**src/rtl/fft_in_buf_if.sv**
```systemverilog
// Sample-path bundle between the converter, the input buffer and the FFT processor.
// master: the side that supplies samples and reads (converter/processor),
// slave: the buffer itself.
interface fft_in_buf_if #(
    parameter int unsigned NBITS = 23,
    parameter int unsigned DEPTH = 16
);
    localparam int unsigned LW = $clog2(DEPTH) + 1;

    logic signed [NBITS-1:0] adc_in;
    logic                    adc_vld;
    logic                    req_in;
    logic                    stat_clr;
    logic signed [NBITS-1:0] io_in;
    logic                    itr;
    logic [LW-1:0]           level;
    logic                    ovf;
    logic                    unf;

    modport master (
        output adc_in, adc_vld, req_in, stat_clr,
        input  io_in, itr, level, ovf, unf
    );

    modport slave (
        input  adc_in, adc_vld, req_in, stat_clr,
        output io_in, itr, level, ovf, unf
    );
endinterface

```
**src/rtl/fft_in_buf.sv**
```systemverilog
// FFT input buffer: FIFO between the sample converter and the FFT processor, with a
// frame FSM that pulses itr once per FRAME buffered samples and waits for that frame
// to be read before firing again.
// Optional macro FFT_IN_BUF_STAT_EN enables the sticky ovf/unf flags and stat_clr;
// without it ovf/unf read as 0 and stat_clr is ignored.
module fft_in_buf #(
    parameter int unsigned NBITS = 23,
    parameter int unsigned DEPTH = 16,
    parameter int unsigned FRAME = 8
) (
    input logic          clk,
    input logic          rst,
    fft_in_buf_if.slave  bus
);
    localparam int unsigned AW = $clog2(DEPTH);
    localparam int unsigned LW = AW + 1;
    localparam int unsigned CW = (FRAME > 1) ? $clog2(FRAME) : 1;

    typedef enum logic [1:0] {StIdle, StFire, StDrain} state_e;

    logic signed [NBITS-1:0] mem [DEPTH];
    logic [LW-1:0]           wr_ptr_q, rd_ptr_q;
    logic [LW-1:0]           level;
    logic                    full, empty, do_wr, do_rd;
    state_e                  state_q;
    logic [CW-1:0]           cnt_q;
    logic                    itr_q;

    // Extra pointer bit makes the difference the true occupancy, 0..DEPTH.
    assign level = wr_ptr_q - rd_ptr_q;
    assign full  = (level == LW'(DEPTH));
    assign empty = (level == '0);
    // A read frees a slot in the same cycle, so a full FIFO still accepts a write then.
    assign do_wr = bus.adc_vld && (!full || bus.req_in);
    assign do_rd = bus.req_in && !empty;

    assign bus.level = level;
    assign bus.itr   = itr_q;
    assign bus.io_in = empty ? '0 : mem[rd_ptr_q[AW-1:0]];

    // Sample storage; contents need no reset since empty masks io_in.
    always_ff @(posedge clk) begin
        if (do_wr) begin
            mem[wr_ptr_q[AW-1:0]] <= bus.adc_in;
        end
    end

    // Head/tail pointers.
    always_ff @(posedge clk) begin
        if (rst) begin
            wr_ptr_q <= '0;
            rd_ptr_q <= '0;
        end else begin
            if (do_wr) begin
                wr_ptr_q <= wr_ptr_q + LW'(1);
            end
            if (do_rd) begin
                rd_ptr_q <= rd_ptr_q + LW'(1);
            end
        end
    end

    // Frame FSM: itr is high exactly while in StFire; reads only count in StDrain.
    always_ff @(posedge clk) begin
        if (rst) begin
            state_q <= StIdle;
            cnt_q   <= '0;
            itr_q   <= 1'b0;
        end else begin
            itr_q <= 1'b0;
            unique case (state_q)
                StIdle: begin
                    if (level >= LW'(FRAME)) begin
                        state_q <= StFire;
                        itr_q   <= 1'b1;
                    end
                end
                StFire: begin
                    state_q <= StDrain;
                    cnt_q   <= '0;
                end
                StDrain: begin
                    if (do_rd) begin
                        if (cnt_q == CW'(FRAME - 1)) begin
                            state_q <= StIdle;
                            cnt_q   <= '0;
                        end else begin
                            cnt_q <= cnt_q + CW'(1);
                        end
                    end
                end
                default: state_q <= StIdle;
            endcase
        end
    end

`ifdef FFT_IN_BUF_STAT_EN
    logic ovf_q, unf_q, ovf_set, unf_set;

    assign ovf_set = bus.adc_vld && full && !bus.req_in;
    assign unf_set = bus.req_in && empty;
    assign bus.ovf = ovf_q;
    assign bus.unf = unf_q;

    // Sticky status flags; a same-cycle set wins over stat_clr.
    always_ff @(posedge clk) begin
        if (rst) begin
            ovf_q <= 1'b0;
            unf_q <= 1'b0;
        end else begin
            if (ovf_set) begin
                ovf_q <= 1'b1;
            end else if (bus.stat_clr) begin
                ovf_q <= 1'b0;
            end
            if (unf_set) begin
                unf_q <= 1'b1;
            end else if (bus.stat_clr) begin
                unf_q <= 1'b0;
            end
        end
    end
`else
    logic unused_stat_clr;

    assign unused_stat_clr = bus.stat_clr;
    assign bus.ovf = 1'b0;
    assign bus.unf = 1'b0;
`endif
endmodule

```
**src/flat_wrapper.sv**
```systemverilog
// flat-port wrapper written by rule: the top's interface ports become plain ports
module fft_in_buf_flat 
#(
    parameter int unsigned NBITS = 23,
    parameter int unsigned DEPTH = 16,
    parameter int unsigned FRAME = 8
)
  (clk, rst, bus_adc_in, bus_adc_vld, bus_req_in, bus_stat_clr, bus_io_in, bus_itr, bus_level, bus_ovf, bus_unf);
  fft_in_buf_if #(.NBITS(NBITS), .DEPTH(DEPTH)) bus_i ();
  input logic clk;
  input logic rst;
  input wire logic [$bits(bus_i.adc_in)-1:0] bus_adc_in;
  input wire logic [$bits(bus_i.adc_vld)-1:0] bus_adc_vld;
  input wire logic [$bits(bus_i.req_in)-1:0] bus_req_in;
  input wire logic [$bits(bus_i.stat_clr)-1:0] bus_stat_clr;
  output wire logic [$bits(bus_i.io_in)-1:0] bus_io_in;
  output wire logic [$bits(bus_i.itr)-1:0] bus_itr;
  output wire logic [$bits(bus_i.level)-1:0] bus_level;
  output wire logic [$bits(bus_i.ovf)-1:0] bus_ovf;
  output wire logic [$bits(bus_i.unf)-1:0] bus_unf;
  assign bus_i.adc_in = bus_adc_in;
  assign bus_i.adc_vld = bus_adc_vld;
  assign bus_i.req_in = bus_req_in;
  assign bus_i.stat_clr = bus_stat_clr;
  assign bus_io_in = bus_i.io_in;
  assign bus_itr = bus_i.itr;
  assign bus_level = bus_i.level;
  assign bus_ovf = bus_i.ovf;
  assign bus_unf = bus_i.unf;
  fft_in_buf #(.NBITS(NBITS), .DEPTH(DEPTH), .FRAME(FRAME)) u_core (.clk(clk), .rst(rst), .bus(bus_i));
endmodule
```
**config.mk**
```make
export PLATFORM = sky130hd
export DESIGN_NAME = fft_in_buf_flat
export DESIGN_NICKNAME = d
export VERILOG_FILES = /design/src/rtl/fft_in_buf_if.sv /design/src/rtl/fft_in_buf.sv /design/src/flat_wrapper.sv
export SDC_FILE = /design/constraint.sdc
export NUM_CORES = 1
export LEC_CHECK = 0
export BUFFER_PORTS_ARGS = -buffer_cell sky130_fd_sc_hd__buf_2
export CAP_MARGIN = 20
export CORE_UTILIZATION = 48
export CTS_CLUSTER_DIAMETER = 150
export CTS_CLUSTER_SIZE = 12
export DETAILED_ROUTE_END_ITERATION = 12
export SLEW_MARGIN = 30
export SYNTH_ARGS = -nofsm -noshare
export SYNTH_HDL_FRONTEND = slang
export SYNTH_SLANG_ARGS = --single-unit
export TNS_END_PERCENT = 5
```
**constraint.sdc**
```tcl
create_clock -name clk -period 9.88 [get_ports clk]
set_input_delay 0.494 -clock clk [delete_from_list [all_inputs] [get_ports clk]]
set_output_delay 0.494 -clock clk [all_outputs]
set_load 0.02 [all_outputs]
```
==> out/summary.md <==
Setup total negative slack: 0 ps. Maximum vdd ir drop: 0.000153 V. The clock passes through at most 3 buffers. The tools report the wire length reported by the detailed router as 31300 µm. For the pin with the worst max-slew slack, the measured transition is 967 ps. The port buffer count was 55.

The flow ran to the end, and the final reports show no timing, DRC or antenna violations. The logs give 0 for the number of max-slew violations in the final report and 30900 µm² for the core outline area. For this run the aggregate overflow at the end of global routing stands at 0.

Across the run, the number of max-cap violations was 0. In this run, synthesis inferred 368 flip-flops with an integrated enable. For the post-detailed-route DRC marker count, the log shows 0. Clock skew on the completed layout was measured at 14.3 ps. Number of antenna violations at the first check in global routing: 2. The worst hold path belongs to the class in2reg. The pre-antenna-repair detailed-routing pass consisted of 5 iterations. The number of gates resized after CTS was 0. During I/O placement, the number of pins put on the boundary was 59. Synthesis instantiated 50 different standard cells from the library. The die height is 180 µm, and the effective utilization at floorplan is 0.492. The switching power came out at 1.13 mW.

Setup violation total in the final timing report: 0. The areal power density over the cells is 240 nW/µm². The via-per-instance ratio is 5.92, and the antenna diode count is 0.

The worst setup path is launched from a flop. The ratio of cells with drive above 1 in the final layout came out at 0.332. Entering global routing, the biggest net connects 65 pins.

Synthesis handed over a netlist of 675 instances. Arrival time at the worst endpoint: 3510 ps. After the last flow step, the layout net total stands at 797.

Part of the total power dissipated in combinational logic: 0.232. The part of the power in registers was 0.462. In this run the horizontal extent of the chip is 180 µm. The floorplan step defined a die boundary enclosing 32400 µm².

The root buffer cell chosen for the clock tree is clkbuf_16. The overall global routing resource usage is 0.201. Number of placement rows: 64. The worst setup path is of the reg2out kind.

TritonCTS built the clock tree. The post-CTS setup buffer count is 0, and the final hold violation count is 0. The logs give 2 for the number of H-tree branching levels and 5.35 nW for the leakage power.

The maximum fanout count along the critical path is 28. The first routing iteration left 716 violations. The net switching fraction of the power is 0.275.

The via count of the first global-routing pass is 7466. In the synthesized netlist the dominant register cell turns out to be edfxtp_1. The normalized max-slew margin was 0.356; the area share of the largest cell type after synthesis was 0.726. The area growth from synthesis to layout is 12.0%.

Summed over all nets, the half-perimeter wirelength after detailed placement is 16000 µm. In this run, post-CTS hold repair placed 0 buffers. For the final antenna-violating net count, the log shows 0. Post-route clock period utilization: 0.405.

Yosys attributes the largest share of cell area to edfxtp_1 (73%), mux4_2 (17%), dfxtp_1 (2.6%), nor2b_1 (1.0%), ha_1 (0.90%). Post-layout total power: 4.10 mW. The mean post-synth cell area was 22.5 µm²; the clock transition at the registers of the reported paths was 60 ps. The logs give 6863 for the routed via count and 0.306 for the power share of the clock group. Subtracting the final worst setup slack from the clock period gives 4010 ps. The run gives 9390 ps as the worst path required time.

At the later pin of the worst-skew pair, clock insertion delay measures 510 ps. The number of buffers added by the clock tree synthesis step came out at 38. In this run the cell area of the synthesized design comes to 15200 µm².

Setup repair after global routing left no endpoint under its margin. In this run, synthesis produced a sequential element count of 388. The share of async-settable or async-resettable flops after synthesis was 0. The internal power of the cells totals 2.97 mW. Yosys printed 0 warnings. The per-cell routed wire length works out to 27.0 µm. Derived from the worst setup path, the maximum achievable clock frequency is 0.250 GHz. The endpoint class of the critical path is an output pin.

For the sequential-to-total area share from yosys stat, the log shows 0.753. Global-route wire length before repair: 47300 µm. Counting every sink on the clock net gives 388.

Routability-driven placement finished with a final weighted congestion of 0.720. edfxtp_1 takes more of the synthesized area than any other cell.
[metrics by stage]
step           setup slack, ps   util  cells  cell area [µm²]  hold WS, ps
2_1_floorplan             5820      -    676            15200          470
3_3_place_gp              5940  0.518   1112            16000          490
3_5_place_dp              5890  0.518   1112            16000          497
4_1_cts                   5330  0.550   1158            17000          330
5_1_grt                   5670  0.551   1159            17000          347
6_report                  5870  0.551   1159            17000          352
[worst max-delay path, cell delays in order, from the launching register on]
cell and delay (ps):
dfxtp_1 360, inv_1 120, ha_1 190, inv_1 60
fa_1 410, a21o_1 200, a21oi_2 180, xor2_2 320
inv_4 110, nor3_4 190, buf_4 440, nor2b_1 200
buf_2 200
[power groups by stage]
stage | Combinational [mW] | Clock, mW | Sequential [mW]
after floorplan | 0.702 | 0 | 1.90
after global placement | 0.910 | 0 | 1.95
after detailed placement | 0.929 | 0 | 1.96
after CTS | 0.932 | 1.29 | 1.92
after global routing | 1.02 | 1.35 | 1.90
final | 0.948 | 1.25 | 1.89
[cell type report]
class	instances	area (µm²)
fillers	2332	13900
well taps	396	495
clock inverters	2	17.5
flip-flops and latches	388	11500
repair buffers	77	464
inverters	11	43.8
clock buffers	44	995
multi-input cells	241	3570
[worst paths after layout]
kind                                                       from                               to  slack (ps)  cells past startpoint
worst max-delay path            u_core.wr_ptr_q[0]$_SDFFE_PP0P_                    bus_io_in[22]        5870                     12
worst min-delay path                             bus_adc_in[15]      u_core.mem[0][15]$_DFFE_PP_         350                      1
worst max register to register  u_core.wr_ptr_q[0]$_SDFFE_PP0P_      u_core.mem[14][8]$_DFFE_PP_        6260                     10
worst min register to register  u_core.wr_ptr_q[4]$_SDFFE_PP0P_  u_core.wr_ptr_q[4]$_SDFFE_PP0P_         500                      2
[cell families (layout without fill, tap and decap cells)]
| group | Yosys count | in the layout | synth area share |
|---|---|---|---|
| buf+inv | 47 | 134 | 0.0138 |
| other cells | 1 | 2 | 0.000246 |
| compound gates | 23 | 23 | 0.0144 |
| fa+ha+maj | 12 | 12 | 0.0104 |
| mux | 117 | 117 | 0.171 |
| xor+xnor | 8 | 8 | 0.00633 |
| flops | 388 | 388 | 0.753 |
| simple gates | 79 | 79 | 0.0314 |
[state kept, by name, indices dropped and copies added, names as in the netlist, named ones only]
register and cells:
u_core.bus.itr 1, u_core.cnt_q 3, u_core.mem 368, u_core.rd_ptr_q 5, u_core.state_q 2, u_core.wr_ptr_q 5
[layout by cell type (no fill, tap or decap), types with 2 or more instances in the layout]
cell / instances
or3_1: 3
mux2i_1: 3
nand4_1: 2
xnor2_1: 3
nand2_1: 3
a31oi_1: 2
and3_1: 13
clkbuf_1: 5
nor2_1: 11
a21o_1: 2
dfxtp_4: 2
ha_1: 11
o21ai_0: 3
dfxtp_1: 17
nand2b_1: 2
nor2b_1: 24
nor3_2: 2
a211oi_1: 2
inv_1: 10
edfxtp_1: 368
xor2_1: 3
nor4_1: 2
nand3_1: 3
nand3b_1: 4
mux4_2: 114
inv_6: 2
o311ai_2: 2
a21oi_1: 5
buf_2: 55
clkbuf_16: 39
conb_1: 2
buf_4: 20
[synthesized netlist by cell type, types with 2 or more instances]
cell type	number
edfxtp_1	368
ha_1	11
nand2_1	3
or3_1	3
mux2i_1	3
nand2b_1	2
nor4_1	2
a31oi_1	2
a21oi_1	5
a21o_1	2
dfxtp_1	20
nor2_1	12
o311ai_2	2
a211oi_1	2
nand3_1	3
nand3b_1	4
xor2_1	3
nor2b_1	25
nor3_1	2
mux4_2	114
buf_4	2
inv_1	10
clkbuf_1	15
buf_2	13
o21ai_0	3
buf_1	5
xnor2_1	3
and3_1	13
nand4_1	2
[metal layers]
layer	track usage	up-vias	part of all wire
met5	0	-	0.00051
met4	0.0530	4	0.018
met3	0.0301	47	0.039
met2	0.341	159	0.51
met1	0.275	3682	0.43
li1	-	2971	-
Note: power is estimated with default switching activity, not from simulation.
